[src/rtl/dm_arbiter_if.sv]
// Bundle of the two requester ports and the shared data-memory port.
//
// Handshake: a requester raises mX_req together with mX_wr/mX_op/mX_addr/
// mX_wdata and holds all of them stable until it sees mX_gnt=1 in the same
// cycle. The access is accepted in the cycle where req and gnt are both high.
// Reads return later as a one-cycle mX_rvalid pulse with mX_rdata. dm_w/dm_r
// are one-cycle strobes that qualify dm_op/dm_addr/dm_wdata in the grant cycle.
interface dm_arbiter_if;
    logic        m0_req;
    logic        m0_wr;
    logic [2:0]  m0_op;
    logic [31:0] m0_addr;
    logic [31:0] m0_wdata;
    logic        m0_gnt;
    logic        m0_rvalid;
    logic [31:0] m0_rdata;

    logic        m1_req;
    logic        m1_wr;
    logic [2:0]  m1_op;
    logic [31:0] m1_addr;
    logic [31:0] m1_wdata;
    logic        m1_gnt;
    logic        m1_rvalid;
    logic [31:0] m1_rdata;

    logic        dm_w;
    logic        dm_r;
    logic [2:0]  dm_op;
    logic [31:0] dm_addr;
    logic [31:0] dm_wdata;
    logic [31:0] dm_rdata;

    // Arbiter side.
    modport slave (
        input  m0_req, m0_wr, m0_op, m0_addr, m0_wdata,
        input  m1_req, m1_wr, m1_op, m1_addr, m1_wdata,
        input  dm_rdata,
        output m0_gnt, m0_rvalid, m0_rdata,
        output m1_gnt, m1_rvalid, m1_rdata,
        output dm_w, dm_r, dm_op, dm_addr, dm_wdata
    );

    // Environment side: both requesters plus the memory read-data source.
    modport master (
        output m0_req, m0_wr, m0_op, m0_addr, m0_wdata,
        output m1_req, m1_wr, m1_op, m1_addr, m1_wdata,
        output dm_rdata,
        input  m0_gnt, m0_rvalid, m0_rdata,
        input  m1_gnt, m1_rvalid, m1_rdata,
        input  dm_w, dm_r, dm_op, dm_addr, dm_wdata
    );
endinterface

[src/rtl/dm_arbiter.sv]
// Two-requester arbiter for a single data-memory/peripheral port.
// m0 (CPU) has priority; m1 (DMA/debug) is forced through after
// STARVE_LIMIT consecutive m0 grants while it waits. Writes complete in the
// grant cycle; a read blocks the port until its data returns RD_LAT cycles
// after the grant, and the response pulse coincides with the port being free.
module dm_arbiter #(
    parameter int RD_LAT       = 1,
    parameter int STARVE_LIMIT = 4
) (
    input  logic            clk,
    input  logic            rst,
    dm_arbiter_if.slave     bus,
    output logic            dbg_state
);

    typedef enum logic [0:0] {
        IDLE  = 1'b0,
        RWAIT = 1'b1
    } state_t;

    state_t      state, state_nxt;
    logic [2:0]  lat_cnt, lat_cnt_nxt;
    logic        owner, owner_nxt;          // 0 = m0, 1 = m1
    logic [3:0]  starve_cnt, starve_nxt;
    logic        gnt0, gnt1;
    logic        force_m1;
    logic        rd_done;                   // last wait cycle: capture read data
    logic        m0_rvalid_q, m1_rvalid_q;
    logic [31:0] m0_rdata_q, m1_rdata_q;

    assign dbg_state = state;
    assign force_m1  = (starve_cnt == 4'(STARVE_LIMIT));

    // Arbitration: grants only in IDLE and never while reset is asserted.
    always_comb begin
        gnt0 = 1'b0;
        gnt1 = 1'b0;
        if (rst && state == IDLE) begin
            if (bus.m0_req && bus.m1_req) begin
                if (force_m1) gnt1 = 1'b1;
                else          gnt0 = 1'b1;
            end else if (bus.m0_req) begin
                gnt0 = 1'b1;
            end else if (bus.m1_req) begin
                gnt1 = 1'b1;
            end
        end
    end

    // Next-state logic: a read grant opens a wait of RD_LAT cycles.
    always_comb begin
        state_nxt   = state;
        lat_cnt_nxt = lat_cnt;
        owner_nxt   = owner;
        rd_done     = 1'b0;
        case (state)
            IDLE: begin
                if ((gnt0 && !bus.m0_wr) || (gnt1 && !bus.m1_wr)) begin
                    state_nxt   = RWAIT;
                    lat_cnt_nxt = 3'(RD_LAT);
                    owner_nxt   = gnt1;
                end
            end
            RWAIT: begin
                if (lat_cnt == 3'd1) begin
                    rd_done     = 1'b1;
                    state_nxt   = IDLE;
                    lat_cnt_nxt = 3'd0;
                end else begin
                    lat_cnt_nxt = lat_cnt - 3'd1;
                end
            end
            default: state_nxt = IDLE;
        endcase
    end

    // Starvation counter: counts m0 wins over a waiting m1, saturating.
    always_comb begin
        starve_nxt = starve_cnt;
        if (!bus.m1_req || gnt1) begin
            starve_nxt = 4'd0;
        end else if (gnt0 && !force_m1) begin
            starve_nxt = starve_cnt + 4'd1;
        end
    end

    // Shared-port drive: winner's fields in the grant cycle, zero otherwise.
    always_comb begin
        bus.dm_w     = 1'b0;
        bus.dm_r     = 1'b0;
        bus.dm_op    = 3'd0;
        bus.dm_addr  = 32'd0;
        bus.dm_wdata = 32'd0;
        if (gnt0) begin
            bus.dm_w     = bus.m0_wr;
            bus.dm_r     = !bus.m0_wr;
            bus.dm_op    = bus.m0_op;
            bus.dm_addr  = bus.m0_addr;
            bus.dm_wdata = bus.m0_wdata;
        end else if (gnt1) begin
            bus.dm_w     = bus.m1_wr;
            bus.dm_r     = !bus.m1_wr;
            bus.dm_op    = bus.m1_op;
            bus.dm_addr  = bus.m1_addr;
            bus.dm_wdata = bus.m1_wdata;
        end
    end

    // State, counters, captured read data and response pulses.
    always_ff @(posedge clk) begin
        if (!rst) begin
            state       <= IDLE;
            lat_cnt     <= 3'd0;
            owner       <= 1'b0;
            starve_cnt  <= 4'd0;
            m0_rvalid_q <= 1'b0;
            m1_rvalid_q <= 1'b0;
            m0_rdata_q  <= 32'd0;
            m1_rdata_q  <= 32'd0;
        end else begin
            state       <= state_nxt;
            lat_cnt     <= lat_cnt_nxt;
            owner       <= owner_nxt;
            starve_cnt  <= starve_nxt;
            m0_rvalid_q <= rd_done && !owner;
            m1_rvalid_q <= rd_done && owner;
            if (rd_done && !owner) m0_rdata_q <= bus.dm_rdata;
            if (rd_done && owner)  m1_rdata_q <= bus.dm_rdata;
        end
    end

    assign bus.m0_gnt    = gnt0;
    assign bus.m1_gnt    = gnt1;
    assign bus.m0_rvalid = m0_rvalid_q;
    assign bus.m1_rvalid = m1_rvalid_q;
    assign bus.m0_rdata  = m0_rdata_q;
    assign bus.m1_rdata  = m1_rdata_q;

endmodule

[src/flat_wrapper.sv]
// flat-port wrapper written by rule: the top's interface ports become plain ports
module dm_arbiter_flat 
#(
    parameter int RD_LAT       = 1,
    parameter int STARVE_LIMIT = 4
)
  (clk, rst, dbg_state, bus_m0_req, bus_m0_wr, bus_m0_op, bus_m0_addr, bus_m0_wdata, bus_m1_req, bus_m1_wr, bus_m1_op, bus_m1_addr, bus_m1_wdata, bus_dm_rdata, bus_m0_gnt, bus_m0_rvalid, bus_m0_rdata, bus_m1_gnt, bus_m1_rvalid, bus_m1_rdata, bus_dm_w, bus_dm_r, bus_dm_op, bus_dm_addr, bus_dm_wdata);
  dm_arbiter_if bus_i ();
  input  logic clk;
  input  logic rst;
  output logic dbg_state;
  input wire logic [$bits(bus_i.m0_req)-1:0] bus_m0_req;
  input wire logic [$bits(bus_i.m0_wr)-1:0] bus_m0_wr;
  input wire logic [$bits(bus_i.m0_op)-1:0] bus_m0_op;
  input wire logic [$bits(bus_i.m0_addr)-1:0] bus_m0_addr;
  input wire logic [$bits(bus_i.m0_wdata)-1:0] bus_m0_wdata;
  input wire logic [$bits(bus_i.m1_req)-1:0] bus_m1_req;
  input wire logic [$bits(bus_i.m1_wr)-1:0] bus_m1_wr;
  input wire logic [$bits(bus_i.m1_op)-1:0] bus_m1_op;
  input wire logic [$bits(bus_i.m1_addr)-1:0] bus_m1_addr;
  input wire logic [$bits(bus_i.m1_wdata)-1:0] bus_m1_wdata;
  input wire logic [$bits(bus_i.dm_rdata)-1:0] bus_dm_rdata;
  output wire logic [$bits(bus_i.m0_gnt)-1:0] bus_m0_gnt;
  output wire logic [$bits(bus_i.m0_rvalid)-1:0] bus_m0_rvalid;
  output wire logic [$bits(bus_i.m0_rdata)-1:0] bus_m0_rdata;
  output wire logic [$bits(bus_i.m1_gnt)-1:0] bus_m1_gnt;
  output wire logic [$bits(bus_i.m1_rvalid)-1:0] bus_m1_rvalid;
  output wire logic [$bits(bus_i.m1_rdata)-1:0] bus_m1_rdata;
  output wire logic [$bits(bus_i.dm_w)-1:0] bus_dm_w;
  output wire logic [$bits(bus_i.dm_r)-1:0] bus_dm_r;
  output wire logic [$bits(bus_i.dm_op)-1:0] bus_dm_op;
  output wire logic [$bits(bus_i.dm_addr)-1:0] bus_dm_addr;
  output wire logic [$bits(bus_i.dm_wdata)-1:0] bus_dm_wdata;
  assign bus_i.m0_req = bus_m0_req;
  assign bus_i.m0_wr = bus_m0_wr;
  assign bus_i.m0_op = bus_m0_op;
  assign bus_i.m0_addr = bus_m0_addr;
  assign bus_i.m0_wdata = bus_m0_wdata;
  assign bus_i.m1_req = bus_m1_req;
  assign bus_i.m1_wr = bus_m1_wr;
  assign bus_i.m1_op = bus_m1_op;
  assign bus_i.m1_addr = bus_m1_addr;
  assign bus_i.m1_wdata = bus_m1_wdata;
  assign bus_i.dm_rdata = bus_dm_rdata;
  assign bus_m0_gnt = bus_i.m0_gnt;
  assign bus_m0_rvalid = bus_i.m0_rvalid;
  assign bus_m0_rdata = bus_i.m0_rdata;
  assign bus_m1_gnt = bus_i.m1_gnt;
  assign bus_m1_rvalid = bus_i.m1_rvalid;
  assign bus_m1_rdata = bus_i.m1_rdata;
  assign bus_dm_w = bus_i.dm_w;
  assign bus_dm_r = bus_i.dm_r;
  assign bus_dm_op = bus_i.dm_op;
  assign bus_dm_addr = bus_i.dm_addr;
  assign bus_dm_wdata = bus_i.dm_wdata;
  dm_arbiter #(.RD_LAT(RD_LAT), .STARVE_LIMIT(STARVE_LIMIT)) u_core (.clk(clk), .rst(rst), .bus(bus_i), .dbg_state(dbg_state));
endmodule
[config.mk]
export PLATFORM = sky130hd
export DESIGN_NAME = dm_arbiter_flat
export DESIGN_NICKNAME = d
export VERILOG_FILES = /design/src/rtl/dm_arbiter_if.sv /design/src/rtl/dm_arbiter.sv /design/src/flat_wrapper.sv
export SDC_FILE = /design/constraint.sdc
export NUM_CORES = 1
export LEC_CHECK = 0
export ABC_CLOCK_PERIOD_IN_PS = 3950
export CAP_MARGIN = 10
export CORE_AREA = 10 10 109 131
export DETAILED_ROUTE_END_ITERATION = 6
export DIE_AREA = 0 0 119 141
export PLACE_DENSITY = 0.86
export SLEW_MARGIN = 20
export SYNTH_ARGS = -nofsm -noshare
export SYNTH_HDL_FRONTEND = slang
export SYNTH_SLANG_ARGS = --single-unit
[constraint.sdc]
create_clock -name clk -period 3.95 [get_ports clk]
set_input_delay 0.79 -clock clk [delete_from_list [all_inputs] [get_ports clk]]
set_output_delay 0.79 -clock clk [all_outputs]
set_load 0.01 [all_outputs]
Word-level counts from Yosys, hierarchy flattened
Index checks and enable logic that the tools add are counted.
{"block": "word_totals", "regBits": 75, "in_bits": 172, "out_inout_bits": 138, "elab_cells": 58}
{"block": "op_classes", "mux": 27, "bitwise": 2, "addsub": 2, "n_reduce_logical": 16, "n_eq_ne": 3}
{"operator": "32-bit two-way mux", "n": 4}
{"operator": "1-bit two-way mux", "n": 17}
{"operator": "3-bit two-way mux", "n": 4}
{"operator": "1-bit logical AND", "n": 7}
{"operator": "3-bit case mux with 2 select lines", "n": 1}
{"operator": "1-bit zero test", "n": 5}
{"operator": "4-bit by 1-bit adder with 4-bit output, second input constant", "n": 1}
{"operator": "4-bit by 3-bit equality test with 1-bit output, second input constant", "n": 1}
{"operator": "3-bit by 1-bit equality test with 1-bit output, second input constant", "n": 1}
{"operator": "3-bit by 1-bit subtractor with 3-bit output, second input constant", "n": 1}
{"operator": "1-bit logical OR", "n": 2}
{"operator": "2-bit inequality test, second input constant", "n": 1}
{"operator": "1-bit inverter", "n": 2}
{"operator": "1-bit case mux with 2 select lines", "n": 1}
{"operator": "2-bit AND reduction", "n": 1}
{"operator": "2-bit OR reduction", "n": 1}

Depth between registers and ports, before layout
Gate-level depths: netlist (run 1).
{"block": "logic_depth", "ltp_word": 8, "depth_mapped": 8, "mapped_depth_nobuf": 5}

Worst setup path after synthesis (run 1)
Ideal clock, no wire load.
{"block": "synth_timing", "path_kind": "input -> output", "start": "in bus_m0_req", "end": "out bus_dm_wdata[11]", "path_slack_ns": 1.377, "arrival_time_ns": 1.783, "required_ns": 3.160, "path_buffers": 2, "stages": 5, "cell_sequence": "inv_2 clkbuf_1 clkbuf_1 o211ai_1 a21oi_1"}
{"block": "synth_via", "elab_chain_len": 5, "elab_cells_between_ends": 9, "cone_classes": "mux: 8; reduce/logical: 1"}
{"element": "from (decl)", "line": "flat_wrapper.sv:12", "text": "input wire logic [$bits(bus_i.m0_req)-1:0] bus_m0_req;"}
{"element": "1-bit two-way mux or 1-bit logical AND (tied branches)", "line": "dm_arbiter.sv:42, dm_arbiter.sv:39"}
{"element": "1-bit two-way mux", "line": "dm_arbiter.sv:39", "text": "if (bus.m0_req && bus.m1_req) begin"}
{"element": "1-bit two-way mux", "line": "dm_arbiter.sv:38", "text": "if (rst && state == IDLE) begin"}
{"element": "32-bit two-way mux", "line": "dm_arbiter.sv:100", "text": "end else if (gnt1) begin"}
{"element": "32-bit two-way mux *", "line": "dm_arbiter.sv:94", "text": "if (gnt0) begin"}
{"element": "to (decl)", "line": "flat_wrapper.sv:33", "text": "output wire logic [$bits(bus_i.dm_wdata)-1:0] bus_dm_wdata;"}
Mark *: on every way between the ends. The rest lies on a longest branch, timed or not.

Worst setup path after layout (run 1)
{"block": "layout_timing", "start": "reg u_core.starve_cnt[0]", "end": "out bus_dm_op[0]"}
{"block": "layout_via", "elab_chain_len": 6, "elab_cells_between_ends": 9, "cone_classes": "eq/ne: 1; mux: 8"}
{"element": "from (decl)", "line": "dm_arbiter.sv:24", "text": "logic [3:0] starve_cnt, starve_nxt;"}
{"element": "from (signal assigned)", "line": "dm_arbiter.sv:124", "text": "starve_cnt <= starve_nxt;"}
{"element": "4-bit by 3-bit equality test with 1-bit output *", "line": "dm_arbiter.sv:32", "text": "assign force_m1 = (starve_cnt == 4'(STARVE_LIMIT));"}
{"element": "1-bit two-way mux", "line": "dm_arbiter.sv:40", "text": "if (force_m1) gnt1 = 1'b1;"}
{"element": "1-bit two-way mux", "line": "dm_arbiter.sv:39"}
{"element": "1-bit two-way mux", "line": "dm_arbiter.sv:38"}
{"element": "3-bit two-way mux", "line": "dm_arbiter.sv:100"}
{"element": "3-bit two-way mux *", "line": "dm_arbiter.sv:94"}
{"element": "to (decl)", "line": "flat_wrapper.sv:31", "text": "output wire logic [$bits(bus_i.dm_op)-1:0] bus_dm_op;"}
Marked as above.

==> reports/qor.csv, run 1 <==
stage;metric;value;unit
flow_run;maxCapViolCount;0;
timing;holdWs;450;ps
timing;layout_worst_path_cycle_share;0.842;
clock_tree;hold_buffers;0;
placed_design;io_buffers;309;
power_and_ir_drop;power.share.clock;0.364;
timing;min_period;3330;ps
timing;drv_slew;0;
routing;dr.pass1.iters;4;
logic_synthesis;syn_area;4380;µm²
global_routing;antenna_found_initial;6;
timing;fin_tns_setup;0;ps
logic_synthesis;yosys.area_share.xor_xnor;0;
power_and_ir_drop;powerDensity;267;nW/µm²
timing;fmax;0.301;GHz
logic_synthesis;synth_top_family_by_area;compound AO/OA/AOI/OAI gates;
placed_design;place_congestion;0.840;
floorplanning;pin_count;310;
clock_tree;cts_setup_buffers;0;
routing;vias_per_cell;5.33;
critical_path;crit_slowest_cell;clkdlybuf4s50_1;
power_and_ir_drop;p_total;0.00208;W
floorplanning;die_w;119;µm
critical_path;worstSetupPathDepth;7;
routing;drt_wl_total;20.7;mm
critical_path;start_kind;register;
placed_design;placed_area;7500;µm²
floorplanning;num_rows;44;
critical_path;crit_chain;inv_1 > ha_1 > and3b_2 > buf_4 > o211ai_1 > a21oi_1 > clkdlybuf4s50_1;
logic_synthesis;synthMuxAreaShare;0.00229;
clock_tree;cts_tree;built;
critical_path;crit_path_start;u_core.starve_cnt[0];
finish;drive_above_1_share;0.0447;
critical_path;endpoint_kind;output port;
critical_path;cp_data_required_time;3160;ps
logic_synthesis;synth_top_cells_by_area;dfxtp_1 (34%), o211ai_1 (12%), nand2_1 (12%);
min_path;min-delay-path-class;register to register;
routing;routed.top_layer;met5;
placed_design;hpwl;15.9;mm
floorplanning;dieArea;16800;µm²
floorplanning;die_y;141;µm
logic_synthesis;synth-simple-area-share;0.233;
routing;vias;5508;
routing;wl_met1;8.24;mm
routing;wire_per_inst;20.0;µm
outcome;status;completed;
logic_synthesis;synth-adder-area-share;0.0114;
logic_synthesis;synth_top_area_share;0.343;
clock_tree;root_buffer;clkbuf_16;
critical_path;rr_startpoint;u_core.lat_cnt[0];
global_routing;grt_pass1_vias;5349;
critical_path;path_buf_inv;3;
finish;final_cell_area;7780;µm²
clock_tree;clockBufferDepth;2;
critical_path;cp_top_family;buffers and inverters;
power_and_ir_drop;power_frac_seq;0.379;
min_path;hold_start;u_core.bus.m0_rdata[29];
clock_tree;insertion_delay;330;ps
critical_path;arrival;2540;ps
floorplanning;start_util;0.371;
logic_synthesis;synth_nets;780;
power_and_ir_drop;peakVddDrop;218;µV
logic_synthesis;yosys_warnings;0;
timing;finClkSkew;8.21;ps
routing;wl_met3;2.56;mm
logic_synthesis;synth_cell_types;34;
clock_tree;cts_buffers;9;
logic_synthesis;synth_top_area_cell;dfxtp_1;
logic_synthesis;synth-compound-area-share;0.334;
critical_path;critical_path.max_fanout;19;
routing;first_iter_violations;475;
finish;final_cells;1034;
finish;syn2layout_area_growth;77.9;%
routing;ant_nets;0;
timing;setup_violations;0;
clock_tree;cts_resized;0;
logic_synthesis;synth_seq_cells;75;
power_and_ir_drop;swShare;0.264;
timing;rsz0062_at_grt;no;
clock_tree;htree_levels;3;
floorplanning;coreArea;11800;µm²
critical_path;ff2ff_path_depth;4;
routing;drcViolationCount;0;
global_routing;grt_pass1_wl;31.0;mm
power_and_ir_drop;combPwrFrac;0.258;
global_routing;grt_overflow;0;
power_and_ir_drop;power.switching;0.000548;W
placed_design;dp.cells;1017;
power_and_ir_drop;p_leak;2.59;nW
timing;tightest_slew;770;ps
timing;hold_viol;0;
logic_synthesis;synthCells;604;
routing;route.met2.wl;9.52;mm
finish;nets;1043;
global_routing;grt_max_degree;77;
logic_synthesis;syn_avg_cell_area;7.24;µm²
logic_synthesis;yosysSeqAreaShare;0.343;
global_routing;grt_use_total;0.231;
clock_tree;cts.sinks;75;
power_and_ir_drop;p_int;0.00153;W
min_path;worstHoldPathCells;2;
critical_path;cp_slowest_stage_delay;590;ps
timing;slew_headroom;0.486;
critical_path;crit_type;register to output port;
clock_tree;clk_pin_slew;60;ps
-- cell type report --
cell class | instances | area (µm²)
clock inverter | 6 | 38.8
antenna | 1 | 2.50
multi-input combinational | 452 | 2540
tap | 161 | 201
timing repair buffer | 323 | 3230
sequential | 75 | 1500
clock buffer | 10 | 239
inverter | 6 | 22.5
fill | 1003 | 4000
-- path summary, 6_finish.rpt --
kind	endpoint	slack, ps
max	bus_dm_op[0]	620
min	u_core.bus.m0_rdata[29]	450
max reg2reg	u_core.bus.m0_rdata[3]	2010
min reg2reg	u_core.bus.m0_rdata[29]	450
-- placed cells by master, fill, tap and decap left out, types with 5 or more instances in the layout --
cell type        instances
a21boi_0                60
a21oi_1                 76
buf_4                   10
clkbuf_16                9
clkdlybuf4s50_1        306
dfxtp_1                 75
inv_1                    5
nand2_1                135
nand3_1                 71
o211ai_1                68
-- per-stage QoR --
step | setup slack, ps | utilization
floorplan | 1380 | -
global placement | 693 | 0.637
detailed placement | 725 | 0.637
CTS | 608 | 0.660
global route | 483 | 0.661
finish | 624 | 0.661
-- power groups by stage --
stage / Combinational, W / Clock, W / Sequential, W
6_report: 0.000535 / 0.000754 / 0.000787
5_1_grt: 0.000577 / 0.000801 / 0.000789
4_1_cts: 0.000537 / 0.000765 / 0.000786
3_5_place_dp: 0.000533 / 0 / 0.000803
3_3_place_gp: 0.000530 / 0 / 0.000802
2_1_floorplan: 0.000190 / 0 / 0.000809
-- synth_stat cells, drive strengths merged --
| cell | count |
|---|---|
| o211ai | 68 |
| and4bb | 1 |
| nand3b | 2 |
| and3b | 1 |
| a31oi | 1 |
| a211oi | 4 |
| inv | 6 |
| buf | 34 |
| o221a | 1 |
| clkbuf | 37 |
| a22oi | 1 |
| nor2 | 4 |
| dfxtp | 75 |
| a31o | 1 |
| ha | 4 |
| a21o | 1 |
| a21oi | 76 |
| nand2 | 135 |
| a21boi | 64 |
| or4b | 1 |
| nand2b | 2 |
| nor2b | 3 |
| o2bb2ai | 1 |
| nand4bb | 1 |
| and4b | 1 |
| a32oi | 1 |
| mux2i | 1 |
| and2 | 3 |
| nand3 | 71 |
| nand4b | 3 |
-- registers in the layout, summed over array words and instances (netlist names) --
name / count
u_core.bus.m0_rdata: 32
u_core.bus.m1_rdata: 32
u_core.starve_cnt: 4
u_core.lat_cnt: 3
u_core.bus.m0_rvalid: 1
u_core.bus.m1_rvalid: 1
u_core.dbg_state: 1
u_core.owner: 1
-- kinds of logic (layout without fill, tap and decap cells) --
group | Yosys count | count (layout)
AND/OR/NAND/NOR | 228 | 228
flip-flops | 75 | 75
multiplexers | 1 | 1
adder cells (fa/ha/maj) | 4 | 4
AO/OA/AOI/OAI | 219 | 219
buffers and inverters | 77 | 345
other | 0 | 1
-- metal layers --
metal,global-route usage,up-vias
met5,0,-
met4,0.0567,10
met2,0.369,281
met1,0.267,2520
li1,-,2666
met3,0.121,31
-- worst register-to-register path, cell delays in order, from the launching register on --
cell and delay, ps:
dfxtp_1 400, ha_1 300, and4bb_2 780, nand2_1 210, a21boi_0 180
Note: power is estimated with default switching activity, not from simulation.
==> run 2, diff against run 1 <==
Settings changed: ABC_CLOCK_PERIOD_IN_PS 3950 to 2800, CORE_AREA 10 10 109 131 to 10 10 118 142, DIE_AREA 0 0 119 141 to 0 0 128 152, PLACE_DENSITY 0.86 to 0.77.
Clock period 3.95 ns to 2.8 ns, I/O delays scaled along.
==> run 2 against run 1 <==
  * Cell count grew 2.6%
  * Utilization is 9.6 points lower
  * Critical path depth increased by 1
  * Wire length is 0.65% higher
  * Via count fell by 0.98%
  * Die area up 16%
  * Combinational power grew 35%
  * First-iteration DRC count is 36% lower
  * Largest power group is now clock
==> reports/qor.csv, run 2 (synthesized netlist as in run 1, its figures left out) <==
stage;metric;value;unit;change
routing;drcViolationCount;0;;unchanged
floorplanning;num_rows;48;;+9.1%
critical_path;endpoint_kind;output port;;
finish;syn2layout_area_growth;81.2;%;
global_routing;grt_max_degree;74;;-3.9%
floorplanning;dieArea;19500;µm²;+16%
critical_path;arrival;2150;ps;-390 ps
critical_path;r2r_setup_slack;920;ps;-1090 ps
routing;ant_nets;0;;unchanged
critical_path;crit_chain;inv_1 > ha_1 > and3b_2 > buf_4 > buf_12 > o211ai_1 > a21oi_1 > dlygate4sd2_1;;
finish;most-common-layout-cells;clkdlybuf4s50_1 (235), nand2_1 (135), a21oi_1 (76);;
global_routing;antenna_found_initial;5;;-1
flow_run;maxCapViolCount;0;;unchanged
placed_design;place_congestion;0.872;;+3.8%
clock_tree;cts_buffers;9;;unchanged
placed_design;dp.cells;1041;;+2.4%
placed_design;hpwl;16.0;mm;+0.34%
min_path;min-delay-path-class;register to register;;
placed_design;placed_area;7660;µm²;+2.1%
clock_tree;hold_buffers;0;;unchanged
clock_tree;cts.sinks;75;;unchanged
critical_path;cp_data_required_time;2240;ps;-920 ps
floorplanning;die_w;128;µm;+7.6%
global_routing;grt_pass1_vias;5464;;+2.1%
timing;slew_headroom;0.479;;-0.00726
routing;first_iter_violations;304;;-36%
critical_path;crit_path_start;u_core.starve_cnt[0];;
routing;dr.pass1.iters;4;;unchanged
critical_path;crit_type;register to output port;;
finish;final_cells;1061;;+2.6%
power_and_ir_drop;p_total;0.00295;W;+42%
power_and_ir_drop;peakVddDrop;415;µV;+90%
min_path;worstHoldPathCells;2;;unchanged
finish;final_cell_area;7930;µm²;+1.9%
critical_path;reg2reg_to;u_core.starve_cnt[3];;
floorplanning;coreArea;14100;µm²;+19%
floorplanning;start_util;0.311;;-0.0600
outcome;status;completed;;
timing;tightest_slew;781;ps;+10.9 ps
routing;vias_per_cell;5.14;;-3.5%
critical_path;rr_startpoint;u_core.starve_cnt[0];;
clock_tree;root_buffer;clkbuf_16;;
clock_tree;insertion_delay;330;ps;about the same
clock_tree;htree_levels;3;;unchanged
critical_path;crit_slowest_cell;dfxtp_2;;
timing;setup_violations;0;;unchanged
clock_tree;clockBufferDepth;2;;unchanged
finish;drive_above_1_share;0.0612;;+0.0164
timing;fin_tns_setup;0;ps;unchanged
timing;rsz0062_at_grt;yes;;
routing;wire_per_inst;19.6;µm;-1.9%
timing;fmax;0.369;GHz;
floorplanning;pin_count;310;;unchanged
critical_path;critical_path.max_fanout;22;;+3
global_routing;grt_pass1_wl;31.8;mm;+2.4%
critical_path;start_kind;register;;
min_path;hold_start;u_core.bus.m0_rdata[28];;
global_routing;grt_overflow;0;;unchanged
min_path;holdPathEnd;u_core.bus.m0_rdata[28];;
timing;hold_viol;0;;unchanged
global_routing;grt_use_total;0.203;;-0.0287
power_and_ir_drop;p_leak;2.97;nW;+15%
power_and_ir_drop;powerDensity;372;nW/µm²;+40%
routing;vias;5454;;-0.98%
routing;drt_wl_total;20.8;mm;+0.65%
finish;final_common_cell;clkdlybuf4s50_1;;
floorplanning;die_y;152;µm;+7.8%
critical_path;ff2ff_path_depth;7;;+3
placed_design;io_buffers;309;;unchanged
critical_path;cp_slowest_stage_delay;350;ps;-240 ps
timing;drv_slew;0;;unchanged
clock_tree;cts_tree;built;;
timing;layout_worst_path_cycle_share;0.967;;
finish;nets;1055;;+1.2%
timing;finClkSkew;5.99;ps;-2.22 ps
timing;min_period;2710;ps;
clock_tree;clk_pin_slew;60;ps;about the same
## run 2: cell types whose count changed in the layout (fill, tap and decap cells not counted), sizes merged
cell / before / now
buf: 17 / 28
bufbuf: 0 / 1
bufinv: 0 / 1
clkbuf: 10 / 13
clkdlybuf4s15: 0 / 7
clkdlybuf4s50: 306 / 235
clkinv: 3 / 2
diode: 1 / 3
dlygate4sd2: 0 / 58
dlymetal6s2s: 0 / 3
inv: 7 / 6
## run 2: critical path: cells and delay by family (launching register included)
kind            cells  cell delay (ps)
compound gates      2              300
flops               1              350
fa+ha+maj           1              220
simple gates        1              280
buf+inv             4              660
## run 2: cell type report
class | count | area, µm²
Clock inverter | 5 | 55.1
Antenna cell | 3 | 7.51
Multi-Input combinational cell | 452 | 2540
Inverter | 6 | 22.5
Timing Repair Buffer | 335 | 3350
Tap cell | 175 | 219
Clock buffer | 10 | 229
Sequential cell | 75 | 1500
Fill cell | 1319 | 6120
## run 2: how the worst max path moves through the flow
stage	endpoint	depth (start not counted)	slack, ps
CTS	bus_dm_r	7	10
floorplan	bus_dm_wdata[11]	5	690
finish	bus_dm_wdata[31]	8	90
global placement	bus_dm_r	6	200
global route	bus_dm_wdata[31]	8	-20
detailed placement	bus_dm_wdata[28]	7	190
## run 2: stage by stage
stage	setup slack [ps]	utilization	hold WS, ps
3_3_place_gp	203	0.545	441
4_1_cts	11.4	0.563	453
6_report	92.9	0.564	455
5_1_grt	-16.1	0.564	476
2_1_floorplan	687	-	462
3_5_place_dp	187	0.545	445
## run 2: per-layer routing
layer / global-route usage / vias to the layer above / routed length [µm]
met2: 0.316 / 255 / 9370
li1: - / 2699 / -
met1: 0.240 / 2473 / 8500
met5: 0 / - / 17
met4: 0.0516 / 4 / 367
met3: 0.103 / 23 / 2550
## run 2: where the power goes
| part | internal [W] | switching [W] | total (W) | leakage (nW) |
|---|---|---|---|---|
| clock network | 0.000682 | 0.000439 | 0.00112 | 0.134 |
| registers | 0.00109 | 0.0000151 | 0.00111 | 0.607 |
| logic | 0.000412 | 0.000310 | 0.000722 | 2.23 |
## run 2: timing repair
action,CTS,global route
buffers inserted,0,1
cloned,1,0
setup endpoints to repair,69,29
resized for setup,72,18
pin swaps,1,6
==> run 3, diff against run 2 <==
Settings changed: ABC_CLOCK_PERIOD_IN_PS 2800 to 3150, CORE_AREA 10 10 118 142 to 10 10 109 131, DIE_AREA 0 0 128 152 to 0 0 119 141, PLACE_DENSITY 0.77 to 0.86.
Clock period 2.8 ns to 3.15 ns, I/O delays scaled along.
==> run 3 against run 2 <==
  * First-iteration DRC count is 17% higher
  * Flip-flop and latch count is the same
  * Sequential share of layout area up 0.14 points
  * Sequential power is 11% lower
  * Total power fell by 13%
  * Non-clock buffer count fell by 8
  * Cell area is 0.88% lower
  * Clock-buffer cell count grew 2
  * Utilization rose by 10 points
  * Register-to-register slack better by 250 ps
  * Via count rose by 1.1%
==> reports/qor.csv, run 3 (synthesized netlist as in run 1, its figures left out) <==
stage;metric;value;unit;change
global_routing;antenna_found_initial;4;;-1
critical_path;start_kind;register;;
finish;seqCellArea;1500;µm²;-0.17%
clock_tree;insertion_delay;320;ps;about the same
critical_path;crit_type;register to output port;;
finish;final_cell_area;7860;µm²;-0.88%
routing;wire_per_inst;19.8;µm;+1.1%
placed_design;placed_area;7560;µm²;-1.3%
placed_design;dp.cells;1021;;-1.9%
clock_tree;cts_tree;built;;
timing;layout_worst_path_cycle_share;0.969;;
routing;ant_nets;0;;unchanged
finish;drive_above_1_share;0.0446;;-0.0165
clock_tree;clockBufferDepth;2;;unchanged
power_and_ir_drop;p_leak;2.82;nW;-5.0%
global_routing;grt_overflow;0;;unchanged
floorplanning;die_w;119;µm;-7.0%
timing;drv_slew;0;;unchanged
finish;final_common_cell;clkdlybuf4s50_1;;
clock_tree;cts_buffers;9;;unchanged
finish;fillCellCount;1013;;-23%
clock_tree;cts_setup_buffers;0;;unchanged
clock_tree;root_buffer;clkbuf_16;;
finish;n_antenna_cell;0;;-3
routing;vias_per_cell;5.33;;+3.7%
timing;fin_tns_setup;0;ps;unchanged
placed_design;hpwl;15.9;mm;-0.64%
critical_path;arrival;2420;ps;+270 ps
finish;final_cells;1035;;-2.5%
placed_design;place_congestion;0.860;;-1.4%
floorplanning;start_util;0.371;;+0.0600
floorplanning;dieArea;16800;µm²;-14%
finish;syn2layout_area_growth;79.6;%;
power_and_ir_drop;peakVddDrop;245;µV;-41%
clock_tree;htree_levels;3;;unchanged
timing;min_period;3050;ps;
timing;tightest_slew;775;ps;-6.08 ps
min_path;min-delay-path-class;register to register;;
global_routing;grt_pass1_wl;30.3;mm;-4.6%
flow_run;maxCapViolCount;0;;unchanged
routing;drt_wl_total;20.5;mm;-1.4%
timing;fmax;0.328;GHz;
outcome;status;completed;;
critical_path;endpoint_kind;output port;;
critical_path;critical_path.max_fanout;29;;+32%
floorplanning;num_rows;44;;-8.3%
routing;vias;5515;;+1.1%
timing;hold_viol;0;;unchanged
finish;most-common-layout-cells;clkdlybuf4s50_1 (293), nand2_1 (135), a21oi_1 (76);;
timing;worst_slack;98.9;ps;+5.93 ps
timing;setup_violations;0;;unchanged
power_and_ir_drop;powerDensity;326;nW/µm²;-13%
finish;multi_input_area;2540;µm²;unchanged
clock_tree;cts_resized;0;;-100%
clock_tree;cts.sinks;75;;unchanged
floorplanning;die_y;141;µm;-7.2%
timing;slew_headroom;0.483;;+0.00406
floorplanning;pin_count;310;;unchanged
global_routing;grt_pass1_vias;5256;;-3.8%
critical_path;cp_data_required_time;2520;ps;+280 ps
timing;finClkSkew;6.94;ps;+0.958 ps
routing;dr.pass1.iters;4;;unchanged
placed_design;post-place-ws;330;ps;+142 ps
routing;drcViolationCount;0;;unchanged
floorplanning;coreArea;11800;µm²;-16%
global_routing;grt_use_total;0.225;;+0.0224
clock_tree;clk_pin_slew;50;ps;about the same
routing;first_iter_violations;356;;+17%
clock_tree;hold_buffers;0;;unchanged
global_routing;grt_max_degree;72;;-2.7%
finish;nets;1047;;-0.76%
placed_design;io_buffers;309;;unchanged
run 3: cell types whose count changed in the layout (fill, tap and decap cells not counted), moves of 2 or more:
cell / previous run / this run
buf_12: 10 / 5
dfxtp_2: 2 / 0
clkdlybuf4s15_1: 7 / 0
dlymetal6s2s_1: 3 / 13
diode_2: 3 / 0
clkdlybuf4s50_1: 235 / 293
dlygate4sd2_1: 58 / 0
clkinvlp_4: 2 / 0
clkbuf_2: 3 / 0
buf_4: 14 / 12
dfxtp_1: 73 / 75
run 3: final timing paths:
check,startpoint,end,slack (ps),depth (start not counted)
worst max register to register,u_core.lat_cnt[0],u_core.bus.m0_rdata[3],1170,4
worst min register to register,u_core.bus.m0_rdata[18],u_core.bus.m0_rdata[18],460,2
worst min-delay path,u_core.bus.m0_rdata[18],u_core.bus.m0_rdata[18],460,2
worst max-delay path,u_core.starve_cnt[0],bus_dm_addr[1],100,8
run 3: power by group:
group | switching, W | leakage [nW] | internal [W]
registers | 0.0000142 | 0.606 | 0.000973
logic | 0.000279 | 2.09 | 0.000392
clock network | 0.000355 | 0.128 | 0.000546
total | 0.000649 | 2.82 | 0.00191
run 3: layout make-up:
| type | instances | share of cell area |
|---|---|---|
| clock inverter | 2 | 0.00175 |
| multi-input combinational | 452 | 0.324 |
| clock buffer | 12 | 0.0314 |
| inverter | 6 | 0.00287 |
| timing repair buffer | 327 | 0.423 |
| tap | 161 | 0.0256 |
| sequential | 75 | 0.191 |
run 3: metrics by stage:
stage | total power, W | hold WS [ps] | utilization
after detailed placement | 0.00168 | 449 | 0.642
after CTS | 0.00258 | 463 | 0.664
final | 0.00256 | 459 | 0.667
after global routing | 0.00267 | 480 | 0.667
after global placement | 0.00167 | 440 | 0.642
after floorplan | 0.00125 | 462 | -
run 3: routing by layer:
metal,track usage,part of all wire,up-vias
met5,0,0.0027,-
met2,0.349,0.46,288
met1,0.267,0.41,2512
met3,0.119,0.12,29
li1,-,-,2678
met4,0.0534,0.015,8
run 3: worst max-delay path, cell delays in order, from the launching register on:
cell	delay, ps
dfxtp_1	370
inv_1	70
ha_1	230
nand4b_1	150
buf_12	200
buf_4	210
nand3_1	100
a21oi_1	140
clkdlybuf4s50_1	610
